File: config.mk
export PLATFORM = sky130hd
export DESIGN_NAME = tile_sched_ctrl
export DESIGN_NICKNAME = d
export VERILOG_FILES = /design/src/rtl/tile_sched_ctrl_pkg.sv /design/src/rtl/tile_sched_ctrl_sched_launcher.sv /design/src/rtl/tile_sched_ctrl.sv
export SDC_FILE = /design/constraint.sdc
export NUM_CORES = 1
export LEC_CHECK = 0
export CORE_ASPECT_RATIO = 0.8
export CORE_MARGIN = 2
export CORE_UTILIZATION = 41
export CTS_BUF_LIST = sky130_fd_sc_hd__clkbuf_8
export CTS_CLUSTER_SIZE = 10
export DETAILED_ROUTE_END_ITERATION = 6
export GPL_TIMING_DRIVEN = 1
export PLACE_DENSITY = 0.66
export SYNTH_ARGS = -nofsm -noshare
export SYNTH_HDL_FRONTEND = slang
export SYNTH_SLANG_ARGS = --single-unit
File: constraint.sdc
create_clock -name clk -period 7.65 [get_ports clk]
set_input_delay 1.1475 -clock clk [delete_from_list [all_inputs] [get_ports clk]]
set_output_delay 1.1475 -clock clk [all_outputs]
set_load 0.02 [all_outputs]
File: src/rtl/tile_sched_ctrl_pkg.sv
// Shared definitions for the tile scheduler controller.
// Holds the default parameter widths and the sequencer state encoding
// used by tile_sched_ctrl and its launcher sub-module.
package tile_sched_ctrl_pkg;

    localparam int unsigned DEF_NUM_TAGS = 2;
    localparam int unsigned DEF_TILE_W   = 16;
    localparam int unsigned DEF_REUSE_W  = 3;

    typedef enum logic [1:0] {
        ST_IDLE  = 2'd0,
        ST_REQ   = 2'd1,
        ST_FLUSH = 2'd2,
        ST_DRAIN = 2'd3
    } sched_state_e;

endpackage

File: src/rtl/tile_sched_ctrl_sched_launcher.sv
// sched_launcher: one engine launcher (load, compute or store).
// Pulses start_o when the engine's tag is available, the engine is idle
// and fewer than limit_i starts have been issued; tracks the busy flag
// and the issue count, and reports when the count reaches target_i.
// Ports:
//   clk, reset     - clock, synchronous active-high reset
//   clear_i        - job acceptance; zeroes the issue count and busy flag
//   en_i           - a job is in flight
//   tag_ready_i    - engine tag available
//   done_i         - engine completion pulse
//   limit_i        - issue allowed while issued < limit_i
//   target_i       - total issues expected for the job
//   start_o        - one-cycle engine launch pulse
//   tag_done_o     - done_i qualified by busy (stray dones are dropped)
//   busy_o         - engine running
//   at_target_o    - issue count equals target_i
module sched_launcher #(
    parameter int unsigned CNT_W = 19
) (
    input  logic             clk,
    input  logic             reset,
    input  logic             clear_i,
    input  logic             en_i,
    input  logic             tag_ready_i,
    input  logic             done_i,
    input  logic [CNT_W-1:0] limit_i,
    input  logic [CNT_W-1:0] target_i,
    output logic             start_o,
    output logic             tag_done_o,
    output logic             busy_o,
    output logic             at_target_o
);

    logic             busy_q;
    logic             busy_d;
    logic [CNT_W-1:0] issued_q;
    logic [CNT_W-1:0] issued_d;

    // Requiring !busy_q means start can never coincide with a counted done.
    assign start_o     = en_i && tag_ready_i && !busy_q && (issued_q < limit_i);
    assign tag_done_o  = done_i && busy_q;
    assign busy_o      = busy_q;
    assign at_target_o = (issued_q == target_i);

    // Next-state for the busy flag and issue counter.
    always_comb begin
        busy_d   = busy_q;
        issued_d = issued_q;
        if (clear_i) begin
            busy_d   = 1'b0;
            issued_d = {CNT_W{1'b0}};
        end else if (start_o) begin
            busy_d   = 1'b1;
            issued_d = issued_q + {{(CNT_W-1){1'b0}}, 1'b1};
        end else if (tag_done_o) begin
            busy_d   = 1'b0;
        end else begin
            busy_d   = busy_q;
        end
    end

    // Launcher state registers.
    always_ff @(posedge clk) begin
        if (reset) begin
            busy_q   <= 1'b0;
            issued_q <= {CNT_W{1'b0}};
        end else begin
            busy_q   <= busy_d;
            issued_q <= issued_d;
        end
    end

endmodule

File: src/rtl/tile_sched_ctrl.sv
// tile_sched_ctrl: double-buffered tile scheduling controller.
// Accepts a job (tile count, passes per tile, store enable), requests one
// tag per (tile, pass) from the tag synchronizer in tile-major order, then
// flushes and drains. Three launchers issue load / compute / store starts
// concurrently with the sequencer.
// Ports:
//   clk, reset                  - clock, synchronous active-high reset
//   cfg_*                       - job request handshake and configuration
//   busy, job_done              - status and one-cycle completion pulse
//   tag_req/tag_reuse/block_done, tag_ready/tag_done - tag synchronizer
//   *_tag_ready, *_tag_done     - per-engine tag availability / release
//   *_start, *_done             - engine launch and completion pulses
module tile_sched_ctrl
    import tile_sched_ctrl_pkg::*;
#(
    parameter int unsigned NUM_TAGS = DEF_NUM_TAGS,
    parameter int unsigned TILE_W   = DEF_TILE_W,
    parameter int unsigned REUSE_W  = DEF_REUSE_W
) (
    input  logic               clk,
    input  logic               reset,
    input  logic               cfg_valid,
    output logic               cfg_ready,
    input  logic [TILE_W-1:0]  cfg_num_tiles,
    input  logic [REUSE_W-1:0] cfg_passes,
    input  logic               cfg_store_en,
    output logic               busy,
    output logic               job_done,
    output logic               tag_req,
    output logic               tag_reuse,
    output logic               block_done,
    input  logic               tag_ready,
    input  logic               tag_done,
    input  logic               ldmem_tag_ready,
    input  logic               compute_tag_ready,
    input  logic               stmem_tag_ready,
    output logic               ld_start,
    output logic               cp_start,
    output logic               st_start,
    input  logic               ld_done,
    input  logic               cp_done,
    input  logic               st_done,
    output logic               ldmem_tag_done,
    output logic               compute_tag_done,
    output logic               stmem_tag_done
);

    localparam int unsigned CNT_W = TILE_W + REUSE_W;

    // Tag rotation lives in the external synchronizer; the controller only
    // sequences requests, so the tag count does not shape any logic here.
    if (NUM_TAGS == 0) begin : g_no_tags
    end

    sched_state_e       state_q, state_d;
    logic [TILE_W-1:0]  num_tiles_q, num_tiles_d;
    logic [REUSE_W-1:0] passes_q, passes_d;
    logic               store_en_q, store_en_d;
    logic [TILE_W-1:0]  tile_q, tile_d;
    logic [REUSE_W-1:0] pass_q, pass_d;
    logic [CNT_W-1:0]   grants_q, grants_d;
    logic               job_done_q, job_done_d;

    logic               accept_s;
    logic               active_s;
    logic               drain_ok_s;
    logic [CNT_W-1:0]   ld_target_s, cp_target_s, st_target_s;
    logic               ld_busy_s, cp_busy_s, st_busy_s;
    logic               ld_at_s, cp_at_s, st_at_s;

    assign accept_s    = cfg_valid && (state_q == ST_IDLE);
    assign active_s    = (state_q != ST_IDLE);
    assign ld_target_s = CNT_W'(num_tiles_q);
    assign cp_target_s = CNT_W'(num_tiles_q) * CNT_W'(passes_q);
    assign st_target_s = store_en_q ? CNT_W'(num_tiles_q) : {CNT_W{1'b0}};
    assign drain_ok_s  = tag_done && !ld_busy_s && !cp_busy_s && !st_busy_s
                         && ld_at_s && cp_at_s && st_at_s;

    assign cfg_ready  = (state_q == ST_IDLE);
    assign busy       = active_s;
    assign job_done   = job_done_q;
    assign tag_req    = (state_q == ST_REQ);
    assign tag_reuse  = (state_q == ST_REQ) && (pass_q != {REUSE_W{1'b0}});
    assign block_done = (state_q == ST_FLUSH);

    // Sequencer next-state: job latch, (tile, pass) walk, flush and drain.
    always_comb begin
        state_d     = state_q;
        num_tiles_d = num_tiles_q;
        passes_d    = passes_q;
        store_en_d  = store_en_q;
        tile_d      = tile_q;
        pass_d      = pass_q;
        grants_d    = grants_q;
        job_done_d  = 1'b0;
        case (state_q)
            ST_IDLE: begin
                if (cfg_valid) begin
                    num_tiles_d = cfg_num_tiles;
                    // Zero passes means one pass.
                    passes_d    = (cfg_passes == {REUSE_W{1'b0}}) ?
                                  {{(REUSE_W-1){1'b0}}, 1'b1} : cfg_passes;
                    store_en_d  = cfg_store_en;
                    tile_d      = {TILE_W{1'b0}};
                    pass_d      = {REUSE_W{1'b0}};
                    grants_d    = {CNT_W{1'b0}};
                    // An empty job completes without touching the synchronizer.
                    if (cfg_num_tiles == {TILE_W{1'b0}}) begin
                        job_done_d = 1'b1;
                    end else begin
                        state_d = ST_REQ;
                    end
                end else begin
                    state_d = ST_IDLE;
                end
            end
            ST_REQ: begin
                if (tag_ready) begin
                    grants_d = grants_q + {{(CNT_W-1){1'b0}}, 1'b1};
                    if (pass_q == passes_q - {{(REUSE_W-1){1'b0}}, 1'b1}) begin
                        pass_d = {REUSE_W{1'b0}};
                        if (tile_q == num_tiles_q - {{(TILE_W-1){1'b0}}, 1'b1}) begin
                            state_d = ST_FLUSH;
                        end else begin
                            tile_d = tile_q + {{(TILE_W-1){1'b0}}, 1'b1};
                        end
                    end else begin
                        pass_d = pass_q + {{(REUSE_W-1){1'b0}}, 1'b1};
                    end
                end else begin
                    state_d = ST_REQ;
                end
            end
            ST_FLUSH: begin
                state_d = ST_DRAIN;
            end
            ST_DRAIN: begin
                if (drain_ok_s) begin
                    state_d    = ST_IDLE;
                    job_done_d = 1'b1;
                end else begin
                    state_d = ST_DRAIN;
                end
            end
            default: begin
                state_d = ST_IDLE;
            end
        endcase
    end

    // Sequencer registers.
    always_ff @(posedge clk) begin
        if (reset) begin
            state_q     <= ST_IDLE;
            num_tiles_q <= {TILE_W{1'b0}};
            passes_q    <= {REUSE_W{1'b0}};
            store_en_q  <= 1'b0;
            tile_q      <= {TILE_W{1'b0}};
            pass_q      <= {REUSE_W{1'b0}};
            grants_q    <= {CNT_W{1'b0}};
            job_done_q  <= 1'b0;
        end else begin
            state_q     <= state_d;
            num_tiles_q <= num_tiles_d;
            passes_q    <= passes_d;
            store_en_q  <= store_en_d;
            tile_q      <= tile_d;
            pass_q      <= pass_d;
            grants_q    <= grants_d;
            job_done_q  <= job_done_d;
        end
    end

    sched_launcher #(.CNT_W(CNT_W)) u_ld_launch (
        .clk         (clk),
        .reset       (reset),
        .clear_i     (accept_s),
        .en_i        (active_s),
        .tag_ready_i (ldmem_tag_ready),
        .done_i      (ld_done),
        .limit_i     (ld_target_s),
        .target_i    (ld_target_s),
        .start_o     (ld_start),
        .tag_done_o  (ldmem_tag_done),
        .busy_o      (ld_busy_s),
        .at_target_o (ld_at_s)
    );

    // Compute may only run on tags already granted.
    sched_launcher #(.CNT_W(CNT_W)) u_cp_launch (
        .clk         (clk),
        .reset       (reset),
        .clear_i     (accept_s),
        .en_i        (active_s),
        .tag_ready_i (compute_tag_ready),
        .done_i      (cp_done),
        .limit_i     (grants_q),
        .target_i    (cp_target_s),
        .start_o     (cp_start),
        .tag_done_o  (compute_tag_done),
        .busy_o      (cp_busy_s),
        .at_target_o (cp_at_s)
    );

    sched_launcher #(.CNT_W(CNT_W)) u_st_launch (
        .clk         (clk),
        .reset       (reset),
        .clear_i     (accept_s),
        .en_i        (active_s),
        .tag_ready_i (stmem_tag_ready),
        .done_i      (st_done),
        .limit_i     (st_target_s),
        .target_i    (st_target_s),
        .start_o     (st_start),
        .tag_done_o  (stmem_tag_done),
        .busy_o      (st_busy_s),
        .at_target_o (st_at_s)
    );

endmodule
==> qor.yml <==
clock_tree:
  clkTransAtPathRegs_ps: 80
  cts-root-buf: "clkbuf_8"
  cts_hold_buf: 0
  cts_max_level: 4
  cts_buffers: 17
  cts_tree: "built"
  clk_path_buf_depth: 2
  cts_sinks: 121
  clk_latency_ps: 460
  cts_setup_buffers: 0
  cts-resized-gates: 0
global_route:
  overflow: 0
  grt_usage_pct: 21.41
  grt_pass1_wl_um: 38580
  grt_max_degree: 38
  grt_pass1_vias: 7235
  antenna_found_initial: 1
place:
  placed_cells: 1428
  gp_congestion: 0.9093
  dp_hpwl_um: 18480
  io_buffers: 42
  pre_cts_ws_ps: 2738
drt:
  drc: 0
  routed_via_density: 5.559
  wl_per_cell_um: 16.79
  drt_pass1_iterations: 5
  routed_wirelength_um: 24510
  num_vias: 8116
  ant_nets: 0
  drtIter0Drc: 726
floorplan:
  fp.dieW_um: 168.9
  die_h_um: 135.9
  dieArea_um2: 22970
  num_io_pins: 43
  rows: 48
  initial_utilization_pct: 41.61
  core_um2: 21440
synthesis:
  synth.top_cell.area_share_pct: 27.15
  syn_area_um2: 8922
  yosys.area.top_type: "dfxtp_1"
  syn_area_per_cell_um2: 7.718
  syn_nets: 1283
  ys_ff_latch: 121
  yosys_warnings: 0
  synth-main-ff-cell: "dfxtp_1"
  ys_types: 69
  synthCells: 1156
  synth_area_leaders: "dfxtp_1 (27%), ha_1 (11%), xnor2_1 (6.9%)"
  async_reset_ff_share_pct: 0
  synth_edf_count: 0
  seq_area_frac_synth_pct: 27.15
timing:
  rsz0062_at_grt: "no"
  setup_ws_ps: 2535
  setup_tns_ps: 0
  hold_ws_ps: 460.8
  fmax_ghz: 0.1955
  worstMarginPinSlew_ps: 1076
  hold_viol_final: 0
  relSlewSlack_pct: 28.24
  maxSlewViolCount: 0
  period_share_pct: 66.86
  setup_viol: 0
  finClkSkew_ps: 13.55
  period_needed_ps: 5115
job:
  cap_violations: 0
pwr:
  internal_power_uw: 1023
  p_clk_share_pct: 39.9
  swShare_pct: 30.33
  power_uw: 1469
  power_frac_seq_pct: 45.4
  power_switching_uw: 445.5
  vdd_drop_max_v: 0.00008911
  power_density_nw_per_um2: 147.9
  power_frac_comb_pct: 14.7
  power_leakage_uw: 0.003970
worst_setup_path:
  cp-end-kind: "primary output"
  required_ps: 6500
  cp.arrival_ps: 3970
  worstSetupPathType: "register to primary output"
  start_kind: "register"
  crit_fanout: 11
layout:
  syn_to_final_growth_pct: 11.32
  diodes: 0
  stdcell_count: 1460
  final_cell_mix: "nand2_1 (141), dfxtp_1 (121), nor2_1 (118)"
  layout-drive-gt1-share_pct: 4.473
  finalNetCount: 1299
  final_common_cell: "nand2_1"
hold_path:
  hp-class: "register to register"
outcome:
  outcome: "finished, final reports clean"
worst paths after layout:
path | to | cells past startpoint | slack, ps | from
max | ld_start | 8 | 2530 | num_tiles_q[4]$_SDFFE_PP0P_
min | u_ld_launch.issued_q[18]$_SDFFE_PP0P_ | 1 | 460 | u_ld_launch.issued_q[18]$_SDFFE_PP0P_
max reg2reg | job_done$_SDFF_PP0_ | 13 | 2980 | passes_q[2]$_SDFFE_PP0P_
min reg2reg | u_ld_launch.issued_q[18]$_SDFFE_PP0P_ | 1 | 460 | u_ld_launch.issued_q[18]$_SDFFE_PP0P_
power by group through the flow:
stage	sequential [µW]	combinational (µW)	clock, µW
6_report	667	215	586
5_1_grt	669	235	627
4_1_cts	666	213	602
3_5_place_dp	681	211	0
3_3_place_gp	680	210	0
2_1_floorplan	658	159	0
critical path, stage by stage (launching register included):
cell and delay [ps]:
dfxtp_1 560, inv_1 160, ha_1 340, a21o_1 160, a21oi_1 130, nor2b_1 60, o31ai_1 430, nor4b_1 910
clkdlybuf4s50_1 770
cell usage after synthesis, types with 3 or more instances:
master and count:
o21a_1 3, nand3_1 44, inv_1 93, nor4b_1 6, or3_1 18, fa_1 15, nand2_1 141, o2111ai_1 4
o21ai_0 34, a21oi_1 78, o21ai_1 3, xor2_1 36, ha_1 81, mux2i_1 6, and3_1 18, dfxtp_1 121
nor4_1 12, nor3_1 31, a31oi_1 7, a211oi_1 3, nor2_1 118, nor2b_1 8, and4_1 10, nand2b_1 11
o211ai_1 7, o22ai_1 4, nand4_1 28, or4_1 4, a21o_1 25, xnor2_1 70, clkbuf_1 46, and2_1 20
o21bai_1 4
per-layer routing:
| metal | vias to the layer above | part of all wire (%) | global-route usage, % |
|---|---|---|---|
| met1 | 3839 | 50 | 32.24 |
| met4 | 0 | 1.3 | 5.172 |
| met5 | - | 0 | 0 |
| met3 | 22 | 7.1 | 4.483 |
| li1 | 3994 | - | - |
| met2 | 261 | 42 | 30.85 |
flip-flops by register name, indices dropped and copies added (netlist names):
name	flops
grants_q	19
job_done	1
num_tiles_q	16
pass_q	3
passes_q	3
state_q	2
store_en_q	1
tile_q	16
u_cp_launch.busy_o	1
u_cp_launch.issued_q	19
u_ld_launch.busy_o	1
u_ld_launch.issued_q	19
u_st_launch.busy_o	1
u_st_launch.issued_q	19
cell families (layout without fill, tap and decap cells):
logic type / Yosys count / count (layout) / synth area share, %
AO/OA/AOI/OAI: 197 / 197 / 13.85
XOR/XNOR: 107 / 107 / 10.59
adder cells (fa/ha/maj): 96 / 96 / 14.72
buffers and inverters: 142 / 171 / 5.988
flip-flops: 121 / 121 / 27.15
multiplexers: 6 / 6 / 0.6731
AND/OR/NAND/NOR: 487 / 487 / 27.02
through the flow:
step                      cell area, µm²  util (%)
after floorplan                     8922         -
after global placement              9534     44.47
after detailed placement            9534     44.47
after CTS                           9932     46.32
after global routing                9932     46.32
final                               9932     46.32
final cells by class:
cell class / instances / area, µm²
fill: 2119 / 11510
multi-input combinational: 893 / 5968
sequential: 121 / 2422
timing repair buffer: 46 / 450.4
inverter: 93 / 349.1
tap: 275 / 344.1
clock buffer: 18 / 247.7
clock inverter: 14 / 150.1
Note: power is estimated with default switching activity, not from simulation.
